**config.mk**
```make
export PLATFORM = sky130hd
export DESIGN_NAME = selfcheck_monitor
export DESIGN_NICKNAME = d
export VERILOG_FILES = /design/src/rtl/mips_sim_pkg.sv /design/src/rtl/trace_fifo.sv /design/src/rtl/selfcheck_monitor.sv
export SDC_FILE = /design/constraint.sdc
export NUM_CORES = 2
export LEC_CHECK = 0
export BUFFER_PORTS_ARGS = -buffer_cell sky130_fd_sc_hd__buf_2
export CAP_MARGIN = 20
export CORE_MARGIN = 2
export CORE_UTILIZATION = 27
export DETAILED_ROUTE_END_ITERATION = 16
export SLEW_MARGIN = 25
export SYNTH_ARGS = -nofsm -noshare
export SYNTH_HDL_FRONTEND = slang
export SYNTH_SLANG_ARGS = --single-unit
```
**constraint.sdc**
```tcl
create_clock -name clk -period 19.1 [get_ports clk]
set_input_delay 0 -clock clk [delete_from_list [all_inputs] [get_ports clk]]
set_output_delay 0 -clock clk [all_outputs]
set_load 0.01 [all_outputs]
```
**src/rtl/mips_sim_pkg.sv**
```systemverilog
// Shared definitions for the MIPS self-check monitor.
//   status_e    : monitor verdict encoding as seen on the status port
//   SIG_*       : (address, data) completion signatures of the known test programs
//   ID_*        : signature identifiers reported on test_id (ID_NONE = no match)
//   sig_match() : returns the ID of the signature a store matches, or ID_NONE
package mips_sim_pkg;

    typedef enum logic [1:0] {
        ST_RUN  = 2'd0,
        ST_PASS = 2'd1,
        ST_FAIL = 2'd2
    } status_e;

    localparam logic [63:0] SIG_STANDARD2_ADR  = 64'd100;
    localparam logic [63:0] SIG_STANDARD2_DATA = 64'd7;
    localparam logic [63:0] SIG_POWER2_ADR     = 64'd508;
    localparam logic [63:0] SIG_POWER2_DATA    = 64'd7;
    localparam logic [63:0] SIG_LOADSTORE_ADR  = 64'd80;
    localparam logic [63:0] SIG_LOADSTORE_DATA = 64'd1;
    localparam logic [63:0] SIG_MORE_ADR       = 64'd320;
    localparam logic [63:0] SIG_MORE_DATA      = 64'd4950;

    localparam logic [2:0] ID_NONE      = 3'd0;
    localparam logic [2:0] ID_STANDARD2 = 3'd1;
    localparam logic [2:0] ID_POWER2    = 3'd2;
    localparam logic [2:0] ID_LOADSTORE = 3'd3;
    localparam logic [2:0] ID_MORE      = 3'd4;

    // Signature addresses are all distinct, so at most one branch can hit.
    function automatic logic [2:0] sig_match(input logic [63:0] adr,
                                             input logic [63:0] data);
        logic [2:0] id;
        id = ID_NONE;
        if (adr == SIG_STANDARD2_ADR && data == SIG_STANDARD2_DATA) id = ID_STANDARD2;
        if (adr == SIG_POWER2_ADR    && data == SIG_POWER2_DATA)    id = ID_POWER2;
        if (adr == SIG_LOADSTORE_ADR && data == SIG_LOADSTORE_DATA) id = ID_LOADSTORE;
        if (adr == SIG_MORE_ADR      && data == SIG_MORE_DATA)      id = ID_MORE;
        return id;
    endfunction

endpackage

```
**src/rtl/trace_fifo.sv**
```systemverilog
// First-word-fall-through store-trace FIFO with a registered head.
//   clk, reset : clock and synchronous active-high reset
//   push, din  : write request and entry
//   pop        : remove the head (ignored while empty)
//   valid      : FIFO not empty (registered)
//   dout       : head entry (registered, valid whenever valid=1)
//   overflow   : sticky; set when a push was dropped because the FIFO was full
module trace_fifo #(
    parameter int DEPTH = 8,
    parameter int W     = 128
) (
    input  logic         clk,
    input  logic         reset,
    input  logic         push,
    input  logic [W-1:0] din,
    input  logic         pop,
    output logic         valid,
    output logic [W-1:0] dout,
    output logic         overflow
);
    localparam int PW = $clog2(DEPTH);
    localparam int CW = PW + 1;

    logic [W-1:0]  mem_q [DEPTH];
    logic [PW-1:0] rd_ptr_q, rd_ptr_d;
    logic [PW-1:0] wr_ptr_q, wr_ptr_d;
    logic [CW-1:0] count_q, count_d;
    logic [W-1:0]  head_q, head_d;
    logic          valid_q, valid_d;
    logic          overflow_q, overflow_d;

    logic empty, full, pop_eff, push_eff;

    always_comb begin
        empty    = (count_q == '0);
        full     = (count_q == CW'(DEPTH));
        pop_eff  = pop && !empty;
        // A pop frees a slot in the same cycle, so a full FIFO still accepts.
        push_eff = push && (!full || pop_eff);

        rd_ptr_d = rd_ptr_q;
        wr_ptr_d = wr_ptr_q;
        count_d  = count_q;
        if (pop_eff)  rd_ptr_d = rd_ptr_q + 1'b1;
        if (push_eff) wr_ptr_d = wr_ptr_q + 1'b1;
        if (push_eff && !pop_eff) count_d = count_q + 1'b1;
        if (!push_eff && pop_eff) count_d = count_q - 1'b1;

        overflow_d = overflow_q || (push && !push_eff);
        valid_d    = (count_d != '0);

        // The new head lives in memory unless it is the entry being written
        // this very cycle (push into empty, or push+pop with one entry).
        head_d = head_q;
        if (count_d != '0) begin
            if (push_eff && (rd_ptr_d == wr_ptr_q)) head_d = din;
            else                                    head_d = mem_q[rd_ptr_d];
        end
    end

    always_ff @(posedge clk) begin
        if (push_eff) mem_q[wr_ptr_q] <= din;
    end

    always_ff @(posedge clk) begin
        if (reset) begin
            rd_ptr_q   <= '0;
            wr_ptr_q   <= '0;
            count_q    <= '0;
            head_q     <= '0;
            valid_q    <= 1'b0;
            overflow_q <= 1'b0;
        end else begin
            rd_ptr_q   <= rd_ptr_d;
            wr_ptr_q   <= wr_ptr_d;
            count_q    <= count_d;
            head_q     <= head_d;
            valid_q    <= valid_d;
            overflow_q <= overflow_d;
        end
    end

    assign valid    = valid_q;
    assign dout     = head_q;
    assign overflow = overflow_q;

endmodule

```
**src/rtl/selfcheck_monitor.sv**
```systemverilog
// Self-check monitor snooping the MIPS data-memory write port.
//   clk, reset          : clock and synchronous active-high reset
//   memwrite            : store strobe (any nonzero value is a store)
//   dataadr, writedata  : store address and data
//   status              : 0 RUN, 1 PASS, 2 FAIL (terminal until reset)
//   test_id             : ID of the matched completion signature, 0 if none
//   cycles              : cycles spent in RUN, frozen once a verdict is latched
//   trace_rd            : pop the trace head
//   trace_valid/adr/data: FWFT head of the store trace
//   trace_overflow      : sticky, a store was dropped from the trace
module selfcheck_monitor
    import mips_sim_pkg::*;
#(
    parameter int TIMEOUT     = 580,
    parameter int TRACE_DEPTH = 8
) (
    input  logic        clk,
    input  logic        reset,
    input  logic [1:0]  memwrite,
    input  logic [63:0] dataadr,
    input  logic [63:0] writedata,
    output logic [1:0]  status,
    output logic [2:0]  test_id,
    output logic [31:0] cycles,
    input  logic        trace_rd,
    output logic        trace_valid,
    output logic [63:0] trace_adr,
    output logic [63:0] trace_data,
    output logic        trace_overflow
);
    status_e     state_q, state_d;
    logic [2:0]  test_id_q, test_id_d;
    logic [31:0] cycles_q, cycles_d;

    logic        store;
    logic [2:0]  match_id;
    logic        push;
    logic [127:0] trace_head;

    always_comb begin
        store    = (memwrite != 2'b00);
        match_id = store ? sig_match(dataadr, writedata) : ID_NONE;

        state_d   = state_q;
        test_id_d = test_id_q;
        cycles_d  = cycles_q;
        push      = 1'b0;

        case (state_q)
            ST_RUN: begin
                push     = store;
                cycles_d = cycles_q + 32'd1;
                // A match on the timeout cycle still counts as a pass.
                if (match_id != ID_NONE) begin
                    state_d   = ST_PASS;
                    test_id_d = match_id;
                end else if (cycles_d == 32'(TIMEOUT)) begin
                    state_d = ST_FAIL;
                end
            end
            default: ;
        endcase
    end

    always_ff @(posedge clk) begin
        if (reset) begin
            state_q   <= ST_RUN;
            test_id_q <= ID_NONE;
            cycles_q  <= '0;
        end else begin
            state_q   <= state_d;
            test_id_q <= test_id_d;
            cycles_q  <= cycles_d;
        end
    end

    trace_fifo #(
        .DEPTH (TRACE_DEPTH),
        .W     (128)
    ) u_trace (
        .clk      (clk),
        .reset    (reset),
        .push     (push),
        .din      ({dataadr, writedata}),
        .pop      (trace_rd),
        .valid    (trace_valid),
        .dout     (trace_head),
        .overflow (trace_overflow)
    );

    assign status     = state_q;
    assign test_id    = test_id_q;
    assign cycles     = cycles_q;
    assign trace_adr  = trace_head[127:64];
    assign trace_data = trace_head[63:0];

endmodule
```
==> qor_table.md <==
| Parameter | This run |
|---|---|
| Status | complete, no violations |
| Number of buffers inserted by port buffering | 299 |
| Share of power burned in the clock network | 27.4% |
| H-tree depth reported by CTS | 4 |
| Post-synth cell types | 58 |
| Worst EP arrival | 5.96 ns |
| Final setup margin | 13.75 ns |
| Crit end category | register |
| Overflow left after global routing | 0 |
| Post-route cell area | 68480 µm² |
| Worst-case headroom to the max-slew limit | 26.33% |
| Routed wire length | 174.2 mm |
| Fraction of final layout cells with drive strength greater than 1 | 15.80% |
| Syn Std Cell Area | 58220 µm² |
| Internal power summed over all cells | 6058 µW |
| CP top delay family | buffers and inverters |
| Synth top area share | 52.82% |
| Most frequent cell after synthesis | sky130_fd_sc_hd__edfxtp_1 |
| Final Wtd Congestion | 0.7682 |
| Half-perimeter wire length of the detailed placement result | 99.55 mm |
| Classification of the worst setup path | register to register |
| Share of async-settable or async-resettable flops after synthesis | 0% |
| Synth-to-layout area growth | 17.62% |
| Net switching power | 3659 µW |
| List of cells traversed by the critical path | ha_4, buf_4, buf_4, buf_6, nor2b_1, a211oi_1, a21oi_1, mux4_2, nand2_1, a311oi_1 |
| Initial antenna violation count | 35 |
| Transition time at the pin with the least slew margin | 1.105 ns |
| Via count of the first global-routing pass | 38470 |
| Most prevalent standard cell on the critical path | sky130_fd_sc_hd__buf_4 |
| Buffers and inverters on the worst path | 3 |
| Hold violation total from the final report | 0 |
| Io pins | 300 |
| Comb power frac | 38.8% |
| Highest Clock Rate | 0.1871 GHz |
| Die area | 219400 µm² |
| Clock sink count | 1201 |
| CTS buffer count | 136 |
| GRT Util Overall | 15.36% |
| Total number of vias | 39850 |
| Crit-path max cell delay | 0.88 ns |
| Post-Place Setup Slack | 13.61 ns |
| First-pass GRT wire length | 254.4 mm |
| Count of antenna-violating nets left after detailed routing | 0 |
| Number of synthesized flops with an enable pin | 1024 |
| Leading register cell type out of synthesis | sky130_fd_sc_hd__edfxtp_1 |
| CTS tree | built |
| Mapped Cells | 4561 |
| Setup-failing EPs final | 0 |
| Vias per cell | 5.132 |
| DRT iter0 DRCs | 2816 |
| Post-layout instance count excluding filler cells | 7764 |
| Maximum buffer depth of the clock tree | 3 |
| Fin Setup TNS | 0 ns |
| Worst-case clock skew | 0.03013 ns |
| Clock latency reported for the late side of the worst-skew pair | 0.79 ns |
| Worst hold path class | input port to register |
| Starting Density | 27.15% |
| Area taken by multi-input logic gates | 22440 µm² |
| Final worst path period need | 5.345 ns |
| Register area share after synthesis | 58.90% |
| Kind of launch point of the worst setup path | register |
| Number of nets in the final layout | 4943 |
| Clock Root Buffer | sky130_fd_sc_hd__clkbuf_16 |
| Peak ir drop on the vdd network | 0.1719 mV |
| Setup repair bufs after CTS | 0 |
| Synthesized area per cell | 12.76 µm² |
| Filler instances | 21220 |
| Leakage Power | 0.02157 µW |
| Clock transition at the register clock pins on the worst setup and hold paths after CTS | 0.06 ns |
| Biggest area consumer among synthesized cells | sky130_fd_sc_hd__edfxtp_1 |
| Cell at the slowest stage of the critical path | sky130_fd_sc_hd__buf_4 |
| Post-route clock period utilization | 27.99% |
| Worst Path Max Fanout | 88 |
| Remaining DRCs | 0 |
| Unrepaired setup endpoints after global routing | false |
| PwrDens | 141.9 nW/µm² |
| Placed insts | 7368 |
| Design Power | 9717 µW |
| Max-slew violation count | 0 |
| Top cell types by occurrence after synthesis | sky130_fd_sc_hd__edfxtp_1 (1024), sky130_fd_sc_hd__mux2i_1 (520), sky130_fd_sc_hd__a21oi_1 (479), sky130_fd_sc_hd__a211oi_1 (474), sky130_fd_sc_hd__nor2b_1 (471) |
| Mean routed wirelength per cell | 22.43 µm |
| DR pass1 iterations | 5 |
| Synthesized flop and latch total | 1201 |
| Synth area leaders | sky130_fd_sc_hd__edfxtp_1 (53%), sky130_fd_sc_hd__mux2i_1 (8.9%), sky130_fd_sc_hd__a211oi_1 (6.1%), sky130_fd_sc_hd__dfxtp_1 (6.1%), sky130_fd_sc_hd__nor2b_1 (5.1%) |
| Sequential share of power | 33.8% |
| Worst endpoint required time | 19.72 ns |
| Largest net degree at the start of global routing | 210 |
| Placed Instance Area | 62440 µm² |
| Post-synth net total | 4700 |
| Core region area | 214400 µm² |
| Site Rows | 170 |
| Post-cts gate resize count | 0 |
| Maximum capacitance violations | 0 |
| Share of total power consumed by net switching | 37.66% |
| Total number of yosys warnings | 0 |
| Width of the die | 468.4 µm |
| FF/Latch Area | 34300 µm² |
| Y dimension of the die | 468.4 µm |
[state kept, by name (all words and copies together) (netlist names)]
name              count
u_trace.mem_q      1024
test_id               3
status                2
u_trace.wr_ptr_q      3
u_trace.count_q       4
u_trace.dout        128
cycles               32
u_trace.valid         1
u_trace.rd_ptr_q      3
u_trace.overflow      1
[cells by family after synthesis]
kind of cell	count (synthesis)	synth area share, %
xor gates and xnor gates	52	0.7952
adders and majority gates	6	0.1289
and+or+nand+nor	1112	9.922
muxes	649	13.91
AOI/OAI and AO/OA	1133	13.48
buffers and inverters	408	2.863
DFF	1201	58.90
[layer usage]
metal  share of wire, %  track usage, %  up-vias
met5              0.084               0        -
met4                2.7           4.477       22
met3                6.2           3.101      282
met2                 47           24.96     1151
met1                 44           20.65    20160
li1                   -               -    18230
[worst reg2reg max path, cell delays in order, from the launching register on]
cell                       delay [ns]
sky130_fd_sc_hd__dfxtp_4         0.81
sky130_fd_sc_hd__ha_4            0.69
sky130_fd_sc_hd__buf_4           0.81
sky130_fd_sc_hd__buf_4           0.90
sky130_fd_sc_hd__buf_6           0.79
sky130_fd_sc_hd__nor2b_1         0.18
sky130_fd_sc_hd__a211oi_1        0.25
sky130_fd_sc_hd__a21oi_1         0.09
sky130_fd_sc_hd__mux4_2          0.51
sky130_fd_sc_hd__nand2_1         0.08
sky130_fd_sc_hd__a311oi_1        0.09
[stage by stage]
step	hold WS, ns	utilization [%]
final	0.04144	31.94
after global routing	0.06044	31.94
after CTS	0.002855	31.86
after detailed placement	0.3134	29.12
after global placement	0.3076	29.09
after floorplan	0.09887	-
[area by class of cell]
cell class                      count  share of cell area, %
Clock inverter                     50                  1.043
Multi-Input combinational cell   2952                  32.76
Tap cell                         2838                  5.185
Sequential cell                  1201                  50.09
Timing Repair Buffer              501                  5.227
Inverter                           12                0.06578
Clock buffer                      202                  5.598
Antenna cell                        8                0.02923
[final timing paths]
path / end / from / slack (ns) / depth (start not counted)
hold / removal: u_trace.wr_ptr_q[0] / memwrite[1] / 0.04 / 6
setup / recovery: u_trace.dout[33] / u_trace.rd_ptr_q[0] / 13.75 / 10
hold reg to reg: u_trace.dout[59] / u_trace.dout[59] / 0.49 / 2
setup reg to reg: u_trace.dout[33] / u_trace.rd_ptr_q[0] / 13.75 / 10
[timing repair]
| action | 4_1_cts | 5_1_grt |
|---|---|---|
| hold buffers | 132 | 0 |
| hold endpoints to repair | 1189 | 0 |
| endpoints found under the setup margin | 0 | 0 |
[cell usage in the layout (no fill, tap or decap), types with 9 or more instances in the layout]
cell type | Yosys | layout
sky130_fd_sc_hd__a311oi_1 | 71 | 71
sky130_fd_sc_hd__nor4_1 | 35 | 26
sky130_fd_sc_hd__nor2_1 | 188 | 184
sky130_fd_sc_hd__clkbuf_8 | 0 | 14
sky130_fd_sc_hd__buf_4 | 3 | 46
sky130_fd_sc_hd__edfxtp_1 | 1024 | 1024
sky130_fd_sc_hd__buf_2 | 56 | 298
sky130_fd_sc_hd__buf_12 | 0 | 10
sky130_fd_sc_hd__mux4_2 | 128 | 128
sky130_fd_sc_hd__clkbuf_1 | 314 | 50
sky130_fd_sc_hd__clkinv_1 | 0 | 12
sky130_fd_sc_hd__xnor2_1 | 26 | 24
sky130_fd_sc_hd__nand3_1 | 26 | 26
sky130_fd_sc_hd__clkinv_2 | 0 | 10
sky130_fd_sc_hd__dlygate4sd3_1 | 0 | 132
sky130_fd_sc_hd__nor2b_1 | 471 | 471
sky130_fd_sc_hd__mux2i_1 | 520 | 520
sky130_fd_sc_hd__nor4_2 | 0 | 9
sky130_fd_sc_hd__and3_1 | 19 | 19
sky130_fd_sc_hd__a311oi_2 | 60 | 60
sky130_fd_sc_hd__a2111oi_0 | 11 | 11
sky130_fd_sc_hd__buf_6 | 7 | 11
sky130_fd_sc_hd__a31oi_1 | 15 | 15
sky130_fd_sc_hd__clkbuf_16 | 0 | 138
sky130_fd_sc_hd__inv_1 | 12 | 12
sky130_fd_sc_hd__nor3_1 | 16 | 12
sky130_fd_sc_hd__a211oi_1 | 474 | 474
sky130_fd_sc_hd__nand4_1 | 21 | 21
sky130_fd_sc_hd__dfxtp_1 | 177 | 175
sky130_fd_sc_hd__bufinv_16 | 0 | 9
sky130_fd_sc_hd__xor2_1 | 25 | 25
sky130_fd_sc_hd__nand2_1 | 291 | 289
sky130_fd_sc_hd__a21oi_1 | 479 | 479
[power by group through the flow]
stage | registers (µW) | clock network (µW) | logic, µW
finish | 3290 | 2660 | 3770
global route | 3310 | 2820 | 4100
CTS | 3280 | 2720 | 3780
detailed placement | 3340 | 0 | 3740
global placement | 3330 | 0 | 3660
floorplan | 3340 | 0 | 2700
(Power assumes the default switching activity.)
